[src/rtl/if_fetch.sv]
// Instruction-fetch stage: assembles 32-bit little-endian words from a byte-wide memory port.
// Define ICACHE_EN to add a direct-mapped, one-word-per-line instruction cache.
module if_fetch #(
    parameter logic [31:0] RESET_PC       = 32'h0,
    parameter int          ICACHE_INDEX_W = 7
) (
    input  logic        clk,
    input  logic        rst,
    input  logic        ifid_stall,
    input  logic        branch_interception,
    input  logic [31:0] branch_target,
    input  logic        mem_byte_valid,
    input  logic [7:0]  mem_byte,
    output logic        if_mem_req,
    output logic [31:0] if_mem_addr,
    output logic [31:0] if_pc,
    output logic [31:0] if_inst
);

    // state  | meaning
    // S_IDLE | single cycle after reset
    // S_FETCH| requesting bytes of the word at pc (or hitting in the cache)
    // S_HOLD | an instruction was emitted into a stalled IF/ID; wait for stall release
    typedef enum logic [1:0] {S_IDLE, S_FETCH, S_HOLD} state_t;

    state_t      state_q, state_d;
    logic [31:0] pc_q, pc_d;
    logic [1:0]  byte_cnt_q, byte_cnt_d;
    logic [23:0] word_q, word_d;
    logic        abort_q;
    logic        hit;
    logic [31:0] hit_word;
    logic        byte_take;
    logic        mem_done;
    logic        done;
    logic        emit;
    logic [31:0] done_word;

    // abort_q holds the request low for the cycle after a redirect
    assign if_mem_req  = (state_q == S_FETCH) && !abort_q && !hit;
    assign if_mem_addr = if_mem_req ? (pc_q + {30'b0, byte_cnt_q}) : 32'h0;
    assign byte_take   = if_mem_req && mem_byte_valid;
    assign mem_done    = byte_take && (byte_cnt_q == 2'd3);
    assign done        = hit || mem_done;
    assign emit        = done && !branch_interception;
    assign done_word   = hit ? hit_word : {mem_byte, word_q};

    always_comb begin
        state_d    = state_q;
        pc_d       = pc_q;
        byte_cnt_d = byte_cnt_q;
        word_d     = word_q;
        unique case (state_q)
            S_IDLE: state_d = S_FETCH;
            S_FETCH: begin
                if (done) begin
                    pc_d       = pc_q + 32'd4;
                    byte_cnt_d = 2'd0;
                    state_d    = ifid_stall ? S_HOLD : S_FETCH;
                end else if (byte_take) begin
                    case (byte_cnt_q)
                        2'd0:    word_d[7:0]   = mem_byte;
                        2'd1:    word_d[15:8]  = mem_byte;
                        2'd2:    word_d[23:16] = mem_byte;
                        default: word_d        = word_q;
                    endcase
                    byte_cnt_d = byte_cnt_q + 2'd1;
                end
            end
            S_HOLD: if (!ifid_stall) state_d = S_FETCH;
            default: state_d = S_IDLE;
        endcase
        if (branch_interception) begin
            pc_d       = branch_target;
            byte_cnt_d = 2'd0;
            word_d     = 24'h0;
            state_d    = S_FETCH;
        end
    end

    always_ff @(posedge clk) begin
        if (!rst) begin
            state_q    <= S_IDLE;
            pc_q       <= RESET_PC;
            byte_cnt_q <= 2'd0;
            word_q     <= 24'h0;
            abort_q    <= 1'b0;
            if_inst    <= 32'h0;
            if_pc      <= 32'h0;
        end else begin
            state_q    <= state_d;
            pc_q       <= pc_d;
            byte_cnt_q <= byte_cnt_d;
            word_q     <= word_d;
            abort_q    <= branch_interception;
            if_inst    <= emit ? done_word : 32'h0;
            if_pc      <= emit ? pc_q : 32'h0;
        end
    end

`ifdef ICACHE_EN
    localparam int LINES = 1 << ICACHE_INDEX_W;
    localparam int TAG_W = 30 - ICACHE_INDEX_W;

    logic [31:0]               c_data [LINES];
    logic [TAG_W-1:0]          c_tag  [LINES];
    logic [LINES-1:0]          c_valid;
    logic [ICACHE_INDEX_W-1:0] idx;
    logic [TAG_W-1:0]          tag;
    logic                      fill;

    assign idx      = pc_q[ICACHE_INDEX_W+1:2];
    assign tag      = pc_q[31:ICACHE_INDEX_W+2];
    assign hit      = (state_q == S_FETCH) && (byte_cnt_q == 2'd0) && c_valid[idx] && (c_tag[idx] == tag);
    assign hit_word = c_data[idx];
    // a fill aborted by a redirect on the same edge leaves the line untouched
    assign fill     = mem_done && !branch_interception;

    always_ff @(posedge clk) begin
        if (!rst) begin
            c_valid <= '0;
        end else if (fill) begin
            c_valid[idx] <= 1'b1;
        end
    end

    always_ff @(posedge clk) begin
        if (fill) begin
            c_data[idx] <= done_word;
            c_tag[idx]  <= tag;
        end
    end
`else
    assign hit      = 1'b0;
    assign hit_word = 32'h0;
`endif

endmodule
[config.mk]
export PLATFORM = sky130hd
export DESIGN_NAME = if_fetch
export DESIGN_NICKNAME = d
export VERILOG_FILES = /design/src/rtl/if_fetch.sv
export SDC_FILE = /design/constraint.sdc
export NUM_CORES = 1
export LEC_CHECK = 0
export ABC_AREA = 0
export BUFFER_PORTS_ARGS = -buffer_cell sky130_fd_sc_hd__buf_4
export CORE_MARGIN = 2
export CORE_UTILIZATION = 30
export DETAILED_ROUTE_END_ITERATION = 10
export PLACE_DENSITY_LB_ADDON = 0.3
export SLEW_MARGIN = 30
export SYNTH_ARGS = -nofsm -noshare
export SYNTH_HDL_FRONTEND = slang
export SYNTH_SLANG_ARGS = --single-unit
[constraint.sdc]
create_clock -name clk -period 9.3 [get_ports clk]
set_clock_uncertainty 0.2 [all_clocks]
set_input_delay 1.86 -clock clk [delete_from_list [all_inputs] [get_ports clk]]
set_output_delay 1.86 -clock clk [all_outputs]
set_load 0.05 [all_outputs]
==> results of run 1 <==
logic make-up (layout without fill, tap and decap cells):
logic type / count (synthesis) / after routing / synth area share (%)
simple gates: 282 / 282 / 27.89
buf+inv: 65 / 186 / 6.570
xor+xnor: 55 / 55 / 8.752
mux: 3 / 3 / 0.5456
fa+ha+maj: 8 / 8 / 1.955
flops: 125 / 125 / 45.46
compound gates: 90 / 90 / 8.820
layer usage:
layer	GRT usage [%]	share of wire [%]
met1	23.51	46
met2	24.79	45
met3	4.508	6.8
met4	5.582	1.7
met5	0	0
flip-flops by register name (all words and copies together), names as in the netlist:
register,count
abort_q,1
byte_cnt_q,2
if_inst,32
if_pc,32
pc_q,32
state_q,2
word_q,24
synthesized netlist by cell type, types with 2 or more instances:
cell type,number
nand3_1,43
nand2_1,68
mux2i_1,3
nand4_2,2
inv_1,8
a21oi_1,46
o21ai_0,32
buf_2,8
nor4_1,5
and3_1,65
clkbuf_1,36
xor2_1,32
and2_1,6
nor2_1,40
nor3_1,9
clkbuf_8,9
xnor2_1,23
nor4_4,3
ha_1,7
dfxtp_1,125
a31oi_1,2
nor2b_1,5
and4_1,6
a22o_1,7
nand4_1,17
or3_1,2
critical path: stages, from the launching register on:
cell	delay, ns
dfxtp_1	0.42
ha_1	0.23
inv_1	0.06
fa_1	0.56
and4b_1	0.47
nor4b_2	0.52
nand2_1	0.15
xor2_1	0.17
nor2_1	0.10
buf_4	0.21
metrics by stage:
stage / hold WS (ns) / setup WS, ns / utilization [%] / power, uW / area, sq um
after global placement: 0.2376 / 4.055 / 36.57 / 676.0 / 6570
after detailed placement: 0.2418 / 4.022 / 36.64 / 676.2 / 6581
after CTS: 0.2502 / 3.549 / 39.72 / 1303 / 7136
after floorplan: 0.2319 / 4.394 / - / 640.0 / 5504
final: 0.2481 / 3.913 / 39.76 / 1291 / 7142
after global routing: 0.2675 / 3.663 / 39.76 / 1341 / 7142
power by group through the flow:
| stage | logic [uW] | registers [uW] | clock network (uW) |
|---|---|---|---|
| after global placement | 99.9 | 576 | 0 |
| after floorplan | 76.4 | 564 | 0 |
| final | 99.4 | 565 | 627 |
| after CTS | 100 | 564 | 638 |
| after detailed placement | 100 | 576 | 0 |
| after global routing | 108 | 567 | 666 |
final cells by class:
class	instances	area [sq um]	area share [%]
clock inverter	11	93.84	1.314
multi-input combinational	438	2673	37.42
inverter	8	30.03	0.4205
clock buffer	21	460.4	6.447
tap	229	286.5	4.012
sequential	125	2502	35.04
timing repair buffer	146	1096	15.35
final timing paths:
check | end | slack, ns
worst max-delay path | if_mem_addr[24] | 3.91
worst min-delay path | word_q[19] | 0.25
worst max register to register | if_pc[0] | 6.73
worst min register to register | word_q[19] | 0.25
==> flow_summary_export.csv, run 1 <==
group,metric,value,unit
layout,final_cell_mix,"buf_4 (146), dfxtp_1 (125), nand2_1 (68), and3_1 (65), a21oi_1 (46)",
layout,final.fill_count,1857,
place,numPlacedInstances,946,
clock_tree,tritoncts_num_sinks,125,
setup_path,timing.critical_path.fanout_max,9,
routing,drt-wirelength-per-cell,16.41,um
synth,synth_cell_types,45,
grt,grt_overflow,0,
hold_path,hold_class,"reg -> reg",
pwr,sequentialPowerShare,43.8,%
sta,max_slew.worst_pin.slew,0.8829,ns
grt,first_global_vias,4624,
clock_tree,path_clk_slew,0.06,ns
grt,grt_antenna_before_repair,0,
floorplanning,core.rowCount,49,
sta,layout_worst_path_cycle_share,57.92,%
pwr,net_switching_fraction_of_the_power,25.43,%
floorplanning,die_width,139.5,um
run_status,status,"finished, final reports clean",
grt,grt_first_pass_wirelength,25630,um
pwr,power.static_leakage,0.003066,uW
routing,drt-total-wl,16050,um
floorplanning,die_height,139.5,um
place,dp.final_hpwl,11150,um
synth,avgSynthCellArea,8.764,sq um
floorplanning,top_level_ports,142,
synth,ys_seq_area_share,45.46,%
floorplanning,floorplan_die_area,19450,sq um
routing,initialDrtViolationCount,443,
synth,netlist_instances,628,
setup_path,setup.worst_path.end_class,"output pin",
grt,grt.total_usage,16.72,%
sta,setup_viol_count_final,0,
clock_tree,clk_root_buffer_cell,"clkbuf_16",
layout,finalNetCount,789,
sta,fmaxAchievable,0.1856,GHz
pwr,netSwitchingPower,328.3,uW
setup_path,crit_required,7.24,ns
layout,post_layout_nonfiller_instances,978,
sta,grt_setup_unrepaired,"no",
clock_tree,ctsHoldBuffers,0,
sta,timing_hold_violations_final,0,
layout,drive_gt1_share,25.50,%
clock_tree,cts_inserted_buffers,17,
sta,final.min_clock_period,5.387,ns
routing,drtAntennaViolNets,0,
job,max_cap_viol_count,0,
clock_tree,cts_tree,"built",
synth,synthesis.area,5504,sq um
setup_path,worst_setup_path_startpoint,"byte_cnt_q[0]",
pwr,power_density_over_the_cells,180.8,nW/um^2
routing,drt_pre_antenna_iters,5,
clock_tree,ctsResizeCount,0,
clock_tree,max-clock-path-buffers,2,
pwr,ir_drop,0.1269,mV
synth,synthDominantCellAreaShare,45.46,%
synth,syn_nets,681,
layout,antenna_cells_inserted,0,
clock_tree,worst_skew_pair.late_latency,0.42,ns
synth,synth_ff_type,"dfxtp_1",
hold_path,hold_path.startpoint,"word_q[19]",
synth,synth_async_sr_flop_share,0,%
setup_path,r2r-start,"state_q[1]",
setup_path,arrival,3.33,ns
routing,routed-via-count,4839,
setup_path,critPathLaunchType,"register",
place,port_buffers,141,
floorplanning,effective_utilization_at_floorplan,30.64,%
sta,slew_headroom,40.78,%
hold_path,whs_path_depth,2,
pwr,clkPwrFrac,48.5,%
routing,detail_route.vias_per_cell,4.948,
synth,synth_top_cell_by_area,"dfxtp_1",
place,place_congestion,0.8331,
floorplanning,placeableCoreArea,17960,sq um
pwr,pwr-share-comb,7.7,%
clock_tree,h-tree-depth,4,
sta,tns,0,ns
setup_path,depth_of_the_worst_register_to_register_path,4,
clock_tree,cts_post_setup_buffers_inserted,0,
sta,drv_slew,0,
synth,ys_warn_count,0,
layout,area_growth,29.76,%
pwr,cell_internal_pwr,962.8,uW
synth,largest_cells_by_area_after_synthesis,"dfxtp_1 (45%), and3_1 (7.4%), xor2_1 (5.1%), nand2_1 (4.6%), a21oi_1 (4.2%)",
synth,number_of_enable_type_register_cells_in_the_synthesized_netlist,0,
synth,synth.ff_latch_count,125,
grt,pin_count_of_the_biggest_net_entering_global_routing,50,
layout,most_common_cell_after_layout_fill_and_taps_aside,"buf_4",
routing,detail_route.drc_violations,0,
setup_path,critPathKind,"reg -> out",
Power figures use the tool's default switching activity.
==> run 2, diff against run 1 <==
==> constraint.sdc (replaced) <==
create_clock -name clk -period 4.3 [get_ports clk]
set_clock_uncertainty 0.2 [all_clocks]
set_input_delay 0.86 -clock clk [delete_from_list [all_inputs] [get_ports clk]]
set_output_delay 0.86 -clock clk [all_outputs]
set_load 0.05 [all_outputs]
==> run 2 against run 1 <==
Compared with the run above:
- routed wire length up 2.2%
- critical path type unchanged
- count of clock-buffer cells in the layout unchanged
- critical path depth up 1
- global-route usage up 0.37 points
- core utilization up 0.49 points
- clock power up 140%
- non-clock buffer count up 5
- sequential power up 120%
- final area up 1.2%
- largest cell class unchanged
- via count up 1.3%
==> flow_summary_export.csv, run 2 (same netlist as run 1, synthesis figures left out) <==
group,metric,value,unit
layout,antenna_cells_inserted,0,
place,port_buffers,141,
sta,drv_slew,0,
pwr,power.static_leakage,0.003122,uW
floorplanning,top_level_ports,142,
setup_path,timing.critical_path.buf_inv,3,
sta,final.min_clock_period,4.087,ns
place,post-place-ws,0.4804,ns
grt,grt_antenna_before_repair,0,
grt,grt_first_pass_wirelength,26090,um
setup_path,arrival,3.03,ns
clock_tree,worst_skew_pair.late_latency,0.42,ns
setup_path,critPathKind,"reg -> out",
setup_path,critical_path.max_stage_delay,0.45,ns
routing,initialDrtViolationCount,312,
pwr,finalPower,2935,uW
layout,final_cell_mix,"buf_4 (151), dfxtp_1 (125), nand2_1 (68), and3_1 (65), a21oi_1 (46)",
place,dp.final_hpwl,11190,um
grt,grt_overflow,0,
run_status,status,"finished, final reports clean",
sta,worst_path_setup_slack_after_routing,0.2126,ns
floorplanning,die_height,139.5,um
clock_tree,path_clk_slew,0.06,ns
routing,drt_pre_antenna_iters,5,
floorplanning,floorplan_die_area,19450,sq um
layout,post_layout_nonfiller_instances,982,
pwr,power_density_over_the_cells,406.0,nW/um^2
setup_path,crit_required,3.24,ns
setup_path,worst_path_dominant_cell_family,"simple AND/OR/NAND/NOR gates",
routing,drt-total-wl,16410,um
floorplanning,placeableCoreArea,17960,sq um
sta,tns,0,ns
clock_tree,clk_root_buffer_cell,"clkbuf_16",
routing,routed-via-count,4900,
setup_path,critPathLaunchType,"register",
clock_tree,cts_inserted_buffers,17,
setup_path,cpMaxStageDelayCell,"fa_2",
setup_path,timing.critical_path.fanout_max,9,
hold_path,hold_class,"reg -> reg",
layout,drive_gt1_share,26.03,%
floorplanning,effective_utilization_at_floorplan,30.64,%
sta,setup_viol_count_final,0,
routing,detail_route.vias_per_cell,4.990,
floorplanning,die_width,139.5,um
sta,layout_worst_path_cycle_share,95.06,%
place,place_congestion,0.8412,
grt,first_global_vias,4753,
sta,max_slew.worst_pin.slew,0.7833,ns
job,max_cap_viol_count,0,
layout,multi_input_area,2659,sq um
routing,drtAntennaViolNets,0,
pwr,ir_drop,0.2517,mV
setup_path,worst_setup_slack_for_register_to_register_paths,1.87,ns
clock_tree,cts_tree,"built",
layout,largest_registers,"if_inst: 32 flops, if_pc: 32 flops, pc_q: 32 flops",
sta,fmaxAchievable,0.2447,GHz
grt,grt.total_usage,17.09,%
grt,gr-usage-met1,23.23,%
layout,area_growth,31.35,%
clock_tree,ctsHoldBuffers,0,
layout,layout.area.seq,2502,sq um
setup_path,worst_path_cell_chain,"ha_1, inv_1, fa_2, and4b_2, nor4b_1, buf_4, nand2_1, xor2_1, nor2_1, buf_4",
grt,grt_most_used_layer,"met2",
grt,gr_layer_usage_met2,26.34,%
setup_path,crit_top_cell,"buf_4",
setup_path,setup.worst_path.end_class,"output pin",
layout,final.fill_count,1825,
clock_tree,h-tree-depth,4,
floorplanning,core.rowCount,49,
place,numPlacedInstances,951,
grt,pin_count_of_the_biggest_net_entering_global_routing,67,
grt,groute.layer.met3.usage,4.714,%
sta,timing_hold_violations_final,0,
layout,finalNetCount,794,
layout,most_common_cell_after_layout_fill_and_taps_aside,"buf_4",
sta,slew_headroom,47.66,%
clock_tree,tritoncts_num_sinks,125,
clock_tree,cts_post_setup_buffers_inserted,0,
clock_tree,max-clock-path-buffers,2,
routing,drt-wirelength-per-cell,16.71,um
routing,detail_route.drc_violations,0,
sta,grt_setup_unrepaired,"no",
run 2: cell types whose count changed in the layout (fill, tap and decap cells not counted), moves of 2 or more:
cell / previous run / this run
clkbuf_1: 2 / 0
clkbuf_8: 2 / 4
buf_4: 146 / 151
bufinv_16: 1 / 3
clkinv_2: 5 / 2
run 2: timing repair:
| item | CTS | global route |
|---|---|---|
| endpoints found under the setup margin | 0 | 3 |
| endpoints found under the hold margin | 0 | 0 |
| gates resized for setup | 0 | 2 |
run 2: worst paths after layout:
kind / start / endpoint / depth (start not counted)
setup / recovery: byte_cnt_q[0] / if_mem_addr[24] / 10
hold / removal: word_q[6] / word_q[6] / 2
setup reg to reg: byte_cnt_q[0] / pc_q[27] / 6
hold reg to reg: word_q[6] / word_q[6] / 2
run 2: report_power, final:
part	total, uW	switching [uW]	internal (uW)	leakage [uW]
sequential	1220	41.7	1180	0.00101
combinational	216	133	82.8	0.00182
clock	1500	530	967	0.000289
total	2940	705	2230	0.00312
run 2: cell type report:
cell class	instances	share of cell area, %
Inverter	8	0.4154
Sequential cell	125	34.61
Tap cell	229	3.963
Clock buffer	21	6.646
Timing Repair Buffer	151	15.68
Clock inverter	10	1.904
Multi-Input combinational cell	438	36.78
run 2: tightest hold or removal path: cells and delay by family (launching register included):
kind / cells / cell delay, ns
DFF: 1 / 0.30
AOI/OAI and AO/OA: 1 / 0.05
and+or+nand+nor: 1 / 0.05
run 2: routing by layer:
metal / part of all wire [%] / wire length, um
met5: 0 / 0
met1: 46 / 7625
met4: 1.3 / 211
met3: 6.1 / 1006
met2: 46 / 7571
run 2: through the flow:
stage / area, sq um / hold WS [ns] / utilization, %
5_1_grt: 7229 / 0.2680 / 40.25
2_1_floorplan: 5504 / 0.2319 / -
3_3_place_gp: 6608 / 0.2372 / 36.78
4_1_cts: 7226 / 0.2519 / 40.22
3_5_place_dp: 6608 / 0.2443 / 36.78
6_report: 7229 / 0.2499 / 40.25
